## src/rtl/multi_cycle_control.sv

```systemverilog
// multi_cycle_control: multi-cycle RISC-V sequencing FSM (fetch/decode/exec/mem/wb) with shared-memory arbitration.
// Define MULTI_CYCLE_PERF_CNT_EN to enable the cycle/instret counters (outputs read 0 otherwise).
module multi_cycle_control (
  input  logic        clk,
  input  logic        reset,
  input  logic [6:0]  opcode_i,
  input  logic        branch_taken_i,
  input  logic        mem_ready_i,
  output logic [2:0]  ALU_Op_o,
  output logic        ALU_Src_B_o,
  output logic        IorD_o,
  output logic        Mem_Req_o,
  output logic        Mem_Write_o,
  output logic        IR_Write_o,
  output logic        PC_Write_o,
  output logic        PC_Src_o,
  output logic        Reg_Write_o,
  output logic [1:0]  Result_Src_o,
  output logic        Instr_Done_o,
  output logic        Illegal_o,
  output logic [31:0] Cycle_Count_o,
  output logic [31:0] Instret_o
);
  typedef enum logic [3:0] {
    RST, FETCH, DECODE, EXEC_R, EXEC_I, MEM_ADDR, MEM_READ, MEM_WB,
    MEM_WRITE, ALU_WB, BRANCH, JAL, LUI_WB, HALT
  } state_t;
  state_t state, state_n;
  logic [2:0] op_class;
  logic ir_write, pc_write, reg_write, mem_write;
  always_comb
    op_class = opcode_i == 7'b0110011 ? 3'b000 :
               opcode_i == 7'b0010011 ? 3'b001 :
               opcode_i == 7'b0110111 ? 3'b010 :
               opcode_i == 7'b1100011 ? 3'b011 :
               opcode_i == 7'b0100011 ? 3'b100 :
               opcode_i == 7'b0000011 ? 3'b101 :
               opcode_i == 7'b1101111 ? 3'b111 : 3'b000;
  always_ff @(posedge clk)
    if (reset) begin
      state    <= RST;
      ALU_Op_o <= 3'b000;
    end else begin
      state <= state_n;
      if (state == DECODE) ALU_Op_o <= op_class;
    end
  always_comb begin
    state_n      = state;
    ALU_Src_B_o  = 1'b0;
    IorD_o       = 1'b0;
    Mem_Req_o    = 1'b0;
    mem_write    = 1'b0;
    ir_write     = 1'b0;
    pc_write     = 1'b0;
    PC_Src_o     = 1'b0;
    reg_write    = 1'b0;
    Result_Src_o = 2'b00;
    Instr_Done_o = 1'b0;
    Illegal_o    = 1'b0;
    case (state)
      RST: state_n = FETCH;
      FETCH: begin
        Mem_Req_o = 1'b1;
        ir_write  = mem_ready_i;
        pc_write  = mem_ready_i;
        state_n   = mem_ready_i ? DECODE : FETCH;
      end
      DECODE:
        case (opcode_i)
          7'b0110011:             state_n = EXEC_R;
          7'b0010011:             state_n = EXEC_I;
          7'b0000011, 7'b0100011: state_n = MEM_ADDR;
          7'b1100011:             state_n = BRANCH;
          7'b1101111:             state_n = JAL;
          7'b0110111:             state_n = LUI_WB;
          default:                state_n = HALT;
        endcase
      EXEC_R: state_n = ALU_WB;
      EXEC_I: begin
        ALU_Src_B_o = 1'b1;
        state_n     = ALU_WB;
      end
      MEM_ADDR: begin
        ALU_Src_B_o = 1'b1;
        state_n     = ALU_Op_o[0] ? MEM_READ : MEM_WRITE;
      end
      MEM_READ: begin
        Mem_Req_o = 1'b1;
        IorD_o    = 1'b1;
        state_n   = mem_ready_i ? MEM_WB : MEM_READ;
      end
      MEM_WB: begin
        reg_write    = 1'b1;
        Result_Src_o = 2'b01;
        Instr_Done_o = 1'b1;
        state_n      = FETCH;
      end
      MEM_WRITE: begin
        Mem_Req_o    = 1'b1;
        mem_write    = 1'b1;
        IorD_o       = 1'b1;
        Instr_Done_o = mem_ready_i;
        state_n      = mem_ready_i ? FETCH : MEM_WRITE;
      end
      ALU_WB, LUI_WB: begin
        reg_write    = 1'b1;
        Instr_Done_o = 1'b1;
        state_n      = FETCH;
      end
      BRANCH: begin
        pc_write     = branch_taken_i;
        PC_Src_o     = 1'b1;
        Instr_Done_o = 1'b1;
        state_n      = FETCH;
      end
      JAL: begin
        reg_write    = 1'b1;
        Result_Src_o = 2'b10;
        pc_write     = 1'b1;
        PC_Src_o     = 1'b1;
        Instr_Done_o = 1'b1;
        state_n      = FETCH;
      end
      HALT: Illegal_o = 1'b1;
      default: state_n = RST;
    endcase
  end
  // write enables are suppressed in the reset cycle so no architectural state is disturbed
  assign IR_Write_o  = ir_write & ~reset;
  assign PC_Write_o  = pc_write & ~reset;
  assign Reg_Write_o = reg_write & ~reset;
  assign Mem_Write_o = mem_write & ~reset;
`ifdef MULTI_CYCLE_PERF_CNT_EN
  always_ff @(posedge clk)
    if (reset) begin
      Cycle_Count_o <= '0;
      Instret_o     <= '0;
    end else if (state != HALT) begin
      Cycle_Count_o <= Cycle_Count_o + 32'd1;
      if (Instr_Done_o) Instret_o <= Instret_o + 32'd1;
    end
`else
  assign Cycle_Count_o = '0;
  assign Instret_o     = '0;
`endif
endmodule

```

## config.mk

```make
export PLATFORM = sky130hd
export DESIGN_NAME = multi_cycle_control
export DESIGN_NICKNAME = d
export VERILOG_FILES = /design/src/rtl/multi_cycle_control.sv
export SDC_FILE = /design/constraint.sdc
export NUM_CORES = 1
export LEC_CHECK = 0
export ABC_AREA = 1
export CAP_MARGIN = 5
export CORE_MARGIN = 5
export CORE_UTILIZATION = 37
export CTS_BUF_LIST = sky130_fd_sc_hd__clkbuf_4 sky130_fd_sc_hd__clkbuf_8
export CTS_CLUSTER_SIZE = 14
export DETAILED_ROUTE_END_ITERATION = 16
export HOLD_SLACK_MARGIN = 0.05
export PLACE_DENSITY = 0.87
export SLEW_MARGIN = 40
export SYNTH_ARGS = -nofsm -noshare
export SYNTH_HDL_FRONTEND = slang
export SYNTH_SLANG_ARGS = --single-unit
```

## constraint.sdc

```tcl
create_clock -name clk -period 2.2 [get_ports clk]
set_input_delay 0.22 -clock clk [delete_from_list [all_inputs] [get_ports clk]]
set_output_delay 0.22 -clock clk [all_outputs]
set_load 0.01 [all_outputs]
```

==> key figures <==
Global route
  • Gr usage total: ~9.6%
  • Initial antenna violation count: 0
  • Global-route wire length before repair: ~3400 um
  • Vias in the first global route: 824
  • Pin count of the biggest net entering global routing: 10
  • Residual overflow from global routing: 0

Yosys
  • Top_reg_cell synth: dfxtp_1
  • Post-synth EDFFs: 0
  • Post-synthesis async set-or-reset flop share: 0%
  • Post-Syn Area per Cell: between 6 and 7 sq um
  • Yosys top cell area share: 42.90%
  • Yosys top cell by area: buf_4
  • Post-synthesis cell count: 183
  • Main area contributors after synthesis: buf_4 (43%), dfxtp_1 (12%), nand2_1 (9.9%)
  • Yosys Warn Count: 0
  • Yosys cell types: 20
  • Yosys reg bits: 7
  • Seq/Total Area, Yosys: 12.32%
  • Synthesized area: 1137 sq um

Drt
  • DR vias: 980
  • Wire per inst: 9.605 um
  • WL final: 2334 um
  • DRC violations left: 0
  • Drt pass-1 iters: 4
  • ANT nets after route: 0
  • Vias per std cell: 4.033
  • Initial drt markers: 77

Clock tree
  • Clk_lat worst skew: 0.25 ns
  • Setup bufs post-CTS: 0
  • Clock root buffer: clkbuf_4
  • CTS Buffer Depth: 2
  • H-Tree Level Count: 1
  • Inserted Clock Buffers: 3
  • CTS Sinks: 7
  • Reg clk slew, reported paths: 0.06 ns
  • CTS tree: built

Floorplan
  • IO Count: 90
  • Die width: 65.44 um
  • Die Ht: between 60 and 70 um
  • Core ar.: approximately 3000 sq um
  • FP Rows: 20
  • Die area: 4282 sq um
  • Initial Utilization: 37.88%

Critical path
  • Critical Path AT: 1.90 ns
  • Sequence of cells on the critical path: inv_2 -> nor2_2 -> inv_2 -> nor2_2 -> inv_2 -> nor2_2 -> a211oi_1 -> nor2_1 -> clkdlybuf4s50_1
  • Crit path buf inv count: 4
  • CP max stage cell: clkdlybuf4s50_1
  • Crit-path max cell delay: 0.55 ns
  • Crit path max fanout: 4
  • CP Capture Type: primary output
  • CP Launch Type: flop
  • WS Path Type: flop to primary output
  • Delay-heaviest family, CP: buffers and inverters
  • Worst EP required: 1.98 ns

STA
  • Minimum clock period: around 2.1 ns
  • Final setup violation count: 0
  • Fmax: 472.1 MHz
  • Max-slew violation count: 0
  • Final Cycle Share: 96.29%
  • Final hold violation count: 0
  • Setup WS post-layout: around 0.08 ns
  • RSZ-0062 raised after global routing: yes
  • Post-Route Skew: ~0.0053 ns

Finish
  • Final Non-Filler Cells: approximately 240
  • NumNets Final: 222
  • Area of the multi-input gates: about 680 sq um
  • Seq. cell area: 141.4 sq um
  • Layout cells sized above 1: 11.43%
  • Ant diodes: 0
  • Layout area overhead: 7.151%
  • Fill count: 329

Power
  • Net Sw Frac: 42.77%
  • Comb pwr share: between 40% and 50%
  • Clock Power Share: 26.0%
  • PD cells: 378.9 nW/um^2
  • Cell internal pwr: 264.2 uW
  • Max VDD drop: 0.0001287 V
  • P_leak: 0.6615 nW
  • Sequential power share: 31.4%
  • NetSw: 197.5 uW

Flow run
  • Max-Cap Viols: 0

Placed design
  • Count of input and output buffers: 25
  • Hpwl dp: 2047 um
  • Gpl congestion: 0.9235
  • # placed instances: between 200 and 250
  • Pre-CTS setup slack: ~0.28 ns

Hold path
  • Hold Crit Class: flop to flop

Run status
  • Status: complete, no violations
==> flip-flops by register name, indices dropped and copies added, names as in the netlist <==
register	flops
ALU_Op_o	3
state	4
==> cell type report <==
cell class | count | share of cell area [%]
clock buffer | 3 | 1.848
clock inverter | 1 | 0.4107
inverter | 22 | 6.776
multi-input combinational | 152 | 55.44
sequential | 7 | 11.60
tap | 33 | 3.388
timing repair buffer | 25 | 20.53
==> Yosys cell counts, types with 2 or more instances <==
cell	instances
nand4_1	5
dfxtp_1	7
nand3_1	7
nand2_1	30
inv_1	17
buf_4	65
inv_2	5
nand2_2	3
nor2_1	21
o211ai_1	2
nor2_2	6
a21oi_1	7
==> tightest hold or removal path: stages (launching register included) <==
cell	delay (ns)
dfxtp_1	0.32
nand2_1	0.06
a21oi_1	0.06
==> power groups by stage <==
stage | combinational [mW] | sequential (mW) | clock (mW)
floorplan | 0.217 | 0.144 | 0
global route | 0.219 | 0.145 | 0.127
CTS | 0.191 | 0.143 | 0.121
global placement | 0.185 | 0.145 | 0
detailed placement | 0.190 | 0.146 | 0
finish | 0.197 | 0.145 | 0.120
==> timing repair <==
item / in CTS / in global routing
setup endpoints to repair: 1 / 3
gates resized for setup: 1 / 4
pin swaps: 0 / 0
hold buffers: 0 / 0
==> per-layer routing <==
layer | global-route usage (%) | part of all wire [%]
met1 | 10.64 | 38
met2 | 18.58 | 50
met3 | 1.709 | 11
met4 | 2.332 | 0.99
met5 | 0 | 0
==> kinds of logic (layout without fill, tap and decap cells) <==
family / after synthesis / in the layout / synth area share, %
buf+inv: 87 / 51 / 50.17
simple gates: 74 / 74 / 29.48
compound gates: 14 / 14 / 7.700
flops: 7 / 7 / 12.32
other cells: 1 / 64 / 0.3297
==> layout by cell type (no fill, tap or decap), drive strengths merged <==
cell and instances:
o31ai 1, clkinv 1, o211ai 2, conb 64, o32ai 1, nand2 33, a21oi 7, nand3 7
inv 22, nor3 2, nor2 27, nand4 5, clkdlybuf4s50 25, a211oi 1, clkbuf 3, dfxtp 7
o21ai 2
==> final timing paths <==
kind,slack (ns),start,cells past startpoint,endpoint
worst max-delay path,0.08,state[0]$_SDFFE_PP0N_,9,PC_Write_o
worst min-delay path,0.48,ALU_Op_o[1]$_SDFFE_PP0P_,2,ALU_Op_o[1]$_SDFFE_PP0P_
worst max register to register,0.84,state[1]$_SDFFE_PP0N_,7,state[0]$_SDFFE_PP0N_
worst min register to register,0.48,ALU_Op_o[1]$_SDFFE_PP0P_,2,ALU_Op_o[1]$_SDFFE_PP0P_
==> through the flow <==
stage | power, mW | instance area [sq um] | util, % | setup TNS (ns) | hold slack [ns]
after detailed placement | 0.3356 | 1177 | 39.21 | 0 | 0.4590
after global routing | 0.4910 | 1219 | 40.58 | -0.04819 | 0.5091
after global placement | 0.3303 | 1177 | 39.21 | 0 | 0.4609
final | 0.4617 | 1219 | 40.58 | 0 | 0.4804
after floorplan | 0.3613 | 1374 | - | 0 | 0.4321
after CTS | 0.4545 | 1207 | 40.21 | 0 | 0.4768
Note: power is estimated with default switching activity, not from simulation.
